===== src/rtl/pipe_add_sub.sv =====
// Two-stage pipelined add/sub with the carry chain split at WIDTH/2.
// Ports: clk/rst/flush, in_* handshake + operands, out_* handshake + result/flags.
module pipe_add_sub #(
  parameter int WIDTH = 32,
  parameter int TAG_W = 4
) (
  input  logic             clk,
  input  logic             rst,
  input  logic             flush,
  input  logic             in_valid,
  output logic             in_ready,
  input  logic             sb,
  input  logic [WIDTH-1:0] a,
  input  logic [WIDTH-1:0] b,
  input  logic [TAG_W-1:0] tag_in,
  output logic             out_valid,
  input  logic             out_ready,
  output logic [WIDTH-1:0] sum,
  output logic             c_out,
  output logic             sb_o,
  output logic             a_sign,
  output logic             b_sign,
  output logic             s_sign,
  output logic [TAG_W-1:0] tag_out
);

  localparam int H = WIDTH / 2;

  logic             r_s1_valid;
  logic [H-1:0]     r_s1_lo;
  logic             r_s1_cmid;
  logic [H-1:0]     r_s1_ahi;
  logic [H-1:0]     r_s1_bxhi;
  logic             r_s1_sb;
  logic             r_s1_as;
  logic             r_s1_bs;
  logic [TAG_W-1:0] r_s1_tag;

  logic             r_s2_valid;
  logic [WIDTH-1:0] r_s2_sum;
  logic             r_s2_c;
  logic             r_s2_sb;
  logic             r_s2_as;
  logic             r_s2_bs;
  logic             r_s2_ss;
  logic [TAG_W-1:0] r_s2_tag;

  logic [WIDTH-1:0] w_bx;
  logic [H:0]       w_lo;
  logic [H:0]       w_hi;
  logic             w_adv2;
  logic             w_acc;

  // Subtract as a + ~b + 1; the +1 rides in as carry-in of the low half.
  assign w_bx = sb ? ~b : b;
  assign w_lo = {1'b0, a[H-1:0]} + {1'b0, w_bx[H-1:0]}
              + {{H{1'b0}}, sb};
  assign w_hi = {1'b0, r_s1_ahi} + {1'b0, r_s1_bxhi}
              + {{H{1'b0}}, r_s1_cmid};

  assign w_adv2   = r_s1_valid && (!r_s2_valid || out_ready);
  assign in_ready = !rst && !flush && (!r_s1_valid || w_adv2);
  assign w_acc    = in_valid && in_ready;

  always_ff @(posedge clk) begin
    if (rst || flush) begin
      r_s1_valid <= 1'b0;
      r_s2_valid <= 1'b0;
    end else begin
      if (w_acc)
        r_s1_valid <= 1'b1;
      else if (w_adv2)
        r_s1_valid <= 1'b0;
      if (w_adv2)
        r_s2_valid <= 1'b1;
      else if (out_ready)
        r_s2_valid <= 1'b0;
    end
  end

  always_ff @(posedge clk) begin
    if (rst) begin
      r_s1_lo   <= '0;
      r_s1_cmid <= 1'b0;
      r_s1_ahi  <= '0;
      r_s1_bxhi <= '0;
      r_s1_sb   <= 1'b0;
      r_s1_as   <= 1'b0;
      r_s1_bs   <= 1'b0;
      r_s1_tag  <= '0;
    end else if (w_acc) begin
      r_s1_lo   <= w_lo[H-1:0];
      r_s1_cmid <= w_lo[H];
      r_s1_ahi  <= a[WIDTH-1:H];
      r_s1_bxhi <= w_bx[WIDTH-1:H];
      r_s1_sb   <= sb;
      r_s1_as   <= a[WIDTH-1];
      r_s1_bs   <= b[WIDTH-1];
      r_s1_tag  <= tag_in;
    end
  end

  always_ff @(posedge clk) begin
    if (rst) begin
      r_s2_sum <= '0;
      r_s2_c   <= 1'b0;
      r_s2_sb  <= 1'b0;
      r_s2_as  <= 1'b0;
      r_s2_bs  <= 1'b0;
      r_s2_ss  <= 1'b0;
      r_s2_tag <= '0;
    end else if (w_adv2 && !flush) begin
      r_s2_sum <= {w_hi[H-1:0], r_s1_lo};
      r_s2_c   <= w_hi[H];
      r_s2_sb  <= r_s1_sb;
      r_s2_as  <= r_s1_as;
      r_s2_bs  <= r_s1_bs;
      r_s2_ss  <= w_hi[H-1];
      r_s2_tag <= r_s1_tag;
    end
  end

  assign out_valid = r_s2_valid;
  assign sum       = r_s2_sum;
  assign c_out     = r_s2_c;
  assign sb_o      = r_s2_sb;
  assign a_sign    = r_s2_as;
  assign b_sign    = r_s2_bs;
  assign s_sign    = r_s2_ss;
  assign tag_out   = r_s2_tag;

endmodule


===== config.mk =====
export PLATFORM = sky130hd
export DESIGN_NAME = pipe_add_sub
export DESIGN_NICKNAME = d
export VERILOG_FILES = /design/src/rtl/pipe_add_sub.sv
export SDC_FILE = /design/constraint.sdc
export NUM_CORES = 1
export LEC_CHECK = 0
export ABC_CLOCK_PERIOD_IN_PS = 3800
export CAP_MARGIN = 10
export CORE_ASPECT_RATIO = 1.5
export CORE_MARGIN = 2
export CORE_UTILIZATION = 51
export DETAILED_ROUTE_END_ITERATION = 10
export GPL_TIMING_DRIVEN = 0
export PLACE_DENSITY = 0.89
export RECOVER_POWER = 100
export SYNTH_ARGS = -nofsm -noshare
export SYNTH_HDL_FRONTEND = slang
export SYNTH_SLANG_ARGS = --single-unit

===== constraint.sdc =====
create_clock -name clk -period 3.8 [get_ports clk]
set_input_delay 0.57 -clock clk [delete_from_list [all_inputs] [get_ports clk]]
set_output_delay 0.57 -clock clk [all_outputs]
set_load 0.02 [all_outputs]

==> run metrics, run 1 <==
final setup fails 0; max_cap viols 0; post-route clock period utilization between 80% and 90%; fin crit period about 3.3 ns; Longest Clk Path Bufs 2; nets between 800 and 900; setup ws final 0.460 ns; drt drc 5; Placer Congestion ~0.95; Die Span Y approximately 130 um; sequential share of the synthesized area roughly 38%; share of cells above drive strength 1 3.71%; cell taking the most area after synthesis dfxtp_1; Yosys top cell area share between 30% and 40%; die area between 10000 and 15000 sq um; FILL cells 787; Post-synth EDFFs 0; skew final roughly 0.006 ns; Ports around 120; vias in the first global route about 5200; DR vias/cell 5.81; drt first pass iters 8; pre-CTS WS between 0.2 and 0.25 ns; hold slack between 0.4 and 0.5 ns; post-placement cell count approximately 850; CTS resizes 0; clock-pin slew on the worst setup and hold paths approximately 0.07 ns; Post-CTS Setup Repair Bufs 0; WL/cell roughly 17 um; RSZ-0062 raised after global routing false; Routed Antenna Nets 0; CTS tree built; crit path kind input pin to register; clk_lat worst skew approximately 0.36 ns; total gr overflow 0; min-delay worst type register to register; num rows 44; Core Region 9740 sq um; FMAX 299 MHz; Static Leak around 2.7 nW; Post-Syn Nets 730; Post-synth top flop dfxtp_1; maximum vdd ir drop between 0.15 and 0.2 mV; starting density of the core between 50 and 60%; failing checks design-rule violations; CP arrival about 3.6 ns; Clock Root Buffer clkbuf_16; TNS Setup 0 ns; CP Launch Type input pin; initial antenna violation count 0; ys async rst share 0%; Mapped Area 5120 sq um; total power around 2.4 mW; Rel. slew slack a little over a fifth; crit path capture type register; synth top area cells dfxtp_1 (38%), nand2_1 (9.0%), a21oi_1 (7.8%); Worst-Margin Slew 1.18 ns; Antenna diodes 0; global-route wire length before repair about 24000 um; post-DP HPWL between 10000 and 15000 um; Hold Buf Count CTS 0; final hold viol count 0; Num Clock Sinks 97; status finished with violations; Area Overhead vs Synth 30.5%; DIE WIDTH ~86 um; Total GRT Usage 28.0%; final WL ~15000 um; via count a little over 5000; initial drt markers ~230; Power per Cell Area between 300 and 400 nW/um^2; H-tree depth 3; Yosys Warn Count 0; clock buffer count from CTS 9; footprint of the multi-input gates 2970 sq um; synthesized instance count 623; largest net degree at the start of global routing 20; fin cells between 800 and 900; Netlist cell types 58; Data required, critical path 4.04 ns; sequential cell area 1940 sq um; PortBufs between 100 and 150; Final Max Slew Viols 0; worst-path fanout max 10; flops & latches, synth between 90 and 100; syn_area_per_cell around 8 sq um
-- synth_stat cells, drive strengths merged, types with 3 or more instances --
| library cell | n |
|---|---|
| nor2 | 40 |
| nand3 | 19 |
| a31oi | 3 |
| nand2 | 123 |
| fa | 3 |
| o311ai | 3 |
| or3 | 3 |
| and2 | 5 |
| a211oi | 28 |
| xnor2 | 25 |
| clkbuf | 29 |
| buf | 8 |
| xor2 | 20 |
| nor3 | 9 |
| nand4 | 6 |
| o31ai | 6 |
| a21oi | 80 |
| inv | 6 |
| ha | 30 |
| o21ai | 13 |
| nand2b | 4 |
| o21a | 7 |
| dfxtp | 97 |
| and3 | 4 |
| nor3b | 6 |
| a21o | 11 |
-- flip-flops by register name, summed over array words and instances, names as in the netlist --
| signal | count |
|---|---|
| r_s1_cmid | 1 |
| r_s1_sb | 1 |
| tag_out | 4 |
| r_s1_bxhi | 16 |
| a_sign | 1 |
| sum | 32 |
| c_out | 1 |
| r_s1_tag | 4 |
| r_s1_ahi | 16 |
| r_s1_valid | 1 |
| r_s1_lo | 16 |
| r_s1_bs | 1 |
| b_sign | 1 |
| out_valid | 1 |
| sb_o | 1 |
-- final cells by class --
cell class | count | area share, %
Multi-Input combinational cell | 482 | 44.4
Clock buffer | 9 | 3.37
Inverter | 7 | 0.393
Tap cell | 115 | 2.15
Timing Repair Buffer | 115 | 17.2
Clock inverter | 7 | 1.07
Buffer | 37 | 2.25
Sequential cell | 97 | 29.1
-- power by group --
| group | total [mW] | switching [mW] | leakage, nW | internal [mW] |
|---|---|---|---|---|
| clock network | 0.898 | 0.434 | 0.144 | 0.463 |
| registers | 1.07 | 0.0225 | 0.787 | 1.05 |
| logic | 0.476 | 0.256 | 1.73 | 0.219 |
-- placed cells by master (no fill, tap or decap), drive strengths merged, types with 3 or more instances in the layout --
cell type,netlist,layout
a21o,11,11
or3,3,3
nor3,9,9
and2,5,5
ha,30,30
clkinv,1,4
fa,3,3
o21a,7,7
a31oi,3,3
o21ai,13,13
clkdlybuf4s50,0,69
buf,8,7
a21oi,80,80
xnor2,25,25
nand2,123,123
xor2,20,20
a211oi,28,28
o311ai,3,3
inv,6,9
nand4,6,6
nand3,19,19
nand2b,4,4
o31ai,6,6
dfxtp,97,97
clkbuf,29,39
and3,4,4
nor3b,6,6
nor2,40,40
dlygate4sd3,0,46
-- worst max-delay path, cell delays in order --
cell,delay (ns)
buf_4,0.15
clkbuf_1,0.60
buf_2,0.42
xor2_1,0.19
ha_1,0.29
o21a_1,0.20
o21a_1,0.18
o22ai_1,0.47
o31ai_1,0.22
mux2i_1,0.19
nand3_1,0.08
-- stage by stage --
step	instance area (sq um)	utilization, %
after floorplan	5120	-
after global placement	6410	65.8
after detailed placement	6410	65.8
after CTS	6710	68.8
after global routing	6680	68.5
final	6680	68.5
-- cells by family after synthesis --
family	count (synthesis)	share of synthesized area, %
compound gates	172	21.9
xor+xnor	45	7.70
mux	3	0.685
buf+inv	44	3.45
fa+ha+maj	33	8.51
flops	97	37.9
simple gates	229	19.8
-- routing by layer --
metal  share of wire [%]  track usage (%)
met5                   0                0
met4                 3.8             15.1
met3                 4.2             4.62
met2                  56             53.9
met1                  36             27.6
-- final timing paths --
kind	start	slack (ns)	cells after the start	endpoint
hold / removal	r_s1_lo[6]$_SDFFE_PP0P_	0.45	2	r_s1_lo[6]$_SDFFE_PP0P_
setup / recovery	sb	0.46	11	r_s1_lo[15]$_SDFFE_PP0P_
hold reg to reg	r_s1_lo[6]$_SDFFE_PP0P_	0.45	2	r_s1_lo[6]$_SDFFE_PP0P_
setup reg to reg	r_s1_cmid$_SDFFE_PP0P_	0.77	8	c_out$_SDFFE_PP0P_
No activity file was read; power rests on OpenSTA's default activity.
==> run 2, diff against run 1 <==
--- a/config.mk
+++ b/config.mk
@@ -10,9 +10,10 @@
 export CORE_ASPECT_RATIO = 1.5
 export CORE_MARGIN = 2
 export CORE_UTILIZATION = 51
+export CTS_CLUSTER_SIZE = 8
 export DETAILED_ROUTE_END_ITERATION = 10
 export GPL_TIMING_DRIVEN = 0
-export PLACE_DENSITY = 0.89
+export PLACE_DENSITY = 0.78
 export RECOVER_POWER = 100
 export SYNTH_ARGS = -nofsm -noshare
 export SYNTH_HDL_FRONTEND = slang
==> run metrics, run 2 (same netlist as run 1, synthesis figures left out) <==
status finished with violations (unchanged); failing checks design-rule violations (unchanged); Hold Buf Count CTS 0 (unchanged); Core Region 9740 sq um (unchanged); nets 856 (unchanged); Area Overhead vs Synth 30.7% (was 30.5%); clk_lat worst skew 0.36 ns (about the same); CP peak stage delay 0.59 ns (was 0.60 ns); Final Max Slew Viols 0 (unchanged); drt drc 9 (was 5); post-route clock period utilization 88.9% (was 87.9%); vias in the first global route 4909 (was 5163); Die Span Y 127 um (unchanged); Worst-Margin Slew 1.13 ns (was 1.18 ns); register-to-register setup slack 0.74 ns (was 0.77 ns); RSZ-0062 raised after global routing false (unchanged); footprint of the multi-input gates 2980 sq um (was 2970 sq um); Clock Root Buffer clkbuf_16 (unchanged); Num Clock Sinks 97 (unchanged); Total GRT Usage 27.3% (was 28.0%); global-route wire length before repair 23200 um (was 23900 um); Placer Congestion 0.917 (was 0.954); Hold Path Depth 2 (unchanged); post-DP HPWL 11500 um (was 11800 um); clock buffer count from CTS 9 (unchanged); Cell Chain, Critical Path clkbuf_1, clkbuf_1, buf_2, xor2_1, ha_1, o21a_1, o21a_1, o22ai_4, o31a_4, or4_1, nand3_1 (was buf_4, clkbuf_1, buf_2, xor2_1, ha_1, o21a_1, o21a_1, o22ai_1, o31ai_1, mux2i_1, nand3_1); Rel. slew slack 24.5% (was 21.0%); Antenna diodes 0 (unchanged); Post-CTS Setup Repair Bufs 0 (unchanged); DR vias/cell 5.80 (was 5.81); worst setup path start sb (unchanged); maximum vdd ir drop 0.221 mV (was 0.183 mV); Worst Hold Launch sum[12]$_SDFFE_PP0P_ (was r_s1_lo[6]$_SDFFE_PP0P_); CTS resizes 0 (unchanged); FILL cells 833 (was 787); WL/cell 17.1 um (was 17.4 um); initial drt markers 288 (was 231); R2R Path End c_out$_SDFFE_PP0P_ (unchanged); via count 5038 (was 5046); Worst path slowest cell clkbuf_1 (unchanged); largest net degree at the start of global routing 19 (was 20); clock-pin slew on the worst setup and hold paths 0.07 ns (about the same); num rows 44 (unchanged); CP Launch Type input pin (unchanged); min-delay worst type register to register (unchanged); Hold Path End sum[12]$_SDFFE_PP0P_ (was r_s1_lo[6]$_SDFFE_PP0P_); total power 2.45 mW (about the same); CTS tree built (unchanged); skew final 0.00826 ns (was 0.00603 ns); H-tree depth 3 (unchanged); Worst Reg-to-Reg Cells 8 (unchanged); max reg flops 32 (unchanged); crit path capture type register (unchanged); drt first pass iters 10 (was 8); Static Leak 2.66 nW (about the same); r2r startpoint r_s1_cmid$_SDFFE_PP0P_ (unchanged); die area 10900 sq um (unchanged); initial antenna violation count 0 (unchanged); max_cap viols 0 (unchanged); FMAX 296 MHz (was 299 MHz); starting density of the core 52.5% (unchanged); CP arrival 3.67 ns (was 3.58 ns); Routed Antenna Nets 0 (unchanged); TNS Setup 0 ns (unchanged); Data required, critical path 4.10 ns (was 4.04 ns); most frequent cells in the layout nand2_1 (123), dfxtp_1 (97), a21oi_1 (80), clkdlybuf4s50_1 (70), dlygate4sd3_1 (45) (was nand2_1 (123), dfxtp_1 (97), a21oi_1 (80), clkdlybuf4s50_1 (69), dlygate4sd3_1 (46)); Power per Cell Area 367 nW/um^2 (about the same); most common cell after layout, fill and taps aside nand2_1 (unchanged); final WL 14900 um (was 15100 um); crit path kind input pin to register (unchanged); PortBufs 115 (unchanged); Ports 117 (unchanged); sequential cell area 1940 sq um (unchanged); final setup fails 0 (unchanged); worst-path fanout max 10 (unchanged); Longest Clk Path Bufs 2 (unchanged); fin crit period 3.38 ns (was 3.34 ns); total gr overflow 0 (unchanged); final hold viol count 0 (unchanged); DIE WIDTH 85.8 um (unchanged); share of cells above drive strength 1 3.71% (unchanged)
==> run 2: cell types whose count changed in the layout (fill, tap and decap cells not counted) <==
cell	before	now
clkbuf_1	30	31
clkinv_2	1	0
inv_6	0	2
and2_0	1	0
clkbuf_8	0	1
clkdlybuf4s50_1	69	70
o22ai_1	1	0
dlygate4sd3_1	46	45
inv_8	3	2
clkinv_8	1	0
buf_4	2	1
and2_1	4	5
o22ai_4	0	1
==> run 2: per-stage QoR <==
step | setup WS (ns) | util (%) | instances | cell area [sq um] | hold WS (ns)
3_3_place_gp | 0.351 | 65.8 | 853 | 6410 | 0.439
6_report | 0.423 | 68.6 | 869 | 6690 | 0.451
5_1_grt | 0.266 | 68.6 | 869 | 6690 | 0.472
4_1_cts | 0.623 | 68.8 | 869 | 6710 | 0.458
3_5_place_dp | 0.269 | 65.8 | 853 | 6410 | 0.448
2_1_floorplan | 0.714 | - | 623 | 5120 | 0.427
==> run 2: worst max-delay path by stage <==
| stage | end | slack (ns) | cells past startpoint |
|---|---|---|---|
| detailed placement | r_s1_lo[14]$_SDFFE_PP0P_ | 0.27 | 11 |
| global placement | r_s1_lo[14]$_SDFFE_PP0P_ | 0.35 | 11 |
| CTS | r_s1_lo[14]$_SDFFE_PP0P_ | 0.62 | 11 |
| floorplan | r_s1_lo[13]$_SDFFE_PP0P_ | 0.71 | 11 |
| global route | r_s1_lo[14]$_SDFFE_PP0P_ | 0.27 | 11 |
| finish | r_s1_lo[13]$_SDFFE_PP0P_ | 0.42 | 11 |
==> run 2: power by group <==
| part | internal (mW) | switching [mW] | total (mW) | leakage [nW] |
|---|---|---|---|---|
| clock | 0.477 | 0.421 | 0.898 | 0.144 |
| sequential | 1.05 | 0.0232 | 1.08 | 0.787 |
| combinational | 0.222 | 0.259 | 0.481 | 1.73 |
| total | 1.75 | 0.703 | 2.45 | 2.66 |
==> run 2: layout make-up <==
class                           count  area share (%)
Sequential cell                    97            29.0
Inverter                            7           0.393
Clock buffer                       10            3.57
Clock inverter                      6           0.842
Tap cell                          115            2.15
Multi-Input combinational cell    482            44.6
Buffer                             37            2.19
Timing Repair Buffer              115            17.2
==> run 2: per-layer routing <==
metal  routed length, um  vias to the layer above  global-route usage, %
met4                 514                        0                   13.1
met2                8160                      161                   51.8
met5                   0                        -                      0
met3                 634                       41                   4.03
met1                5580                     2377                   28.6
li1                    -                     2459                      -
==> run 2: critical path: cells and delay by family <==
family,cells,cell delay [ns]
buffers and inverters,3,1.31
XOR/XNOR,1,0.12
adder cells (fa/ha/maj),1,0.37
AO/OA/AOI/OAI,4,0.76
AND/OR/NAND/NOR,2,0.54
==> run 3, diff against run 2 <==
--- a/config.mk
+++ b/config.mk
@@ -15,6 +15,7 @@
 export GPL_TIMING_DRIVEN = 0
 export PLACE_DENSITY = 0.78
 export RECOVER_POWER = 100
+export SLEW_MARGIN = 10
 export SYNTH_ARGS = -nofsm -noshare
 export SYNTH_HDL_FRONTEND = slang
 export SYNTH_SLANG_ARGS = --single-unit
==> results of run 3 <==
Final layout, timing and power as in run 2 (identical DEF).
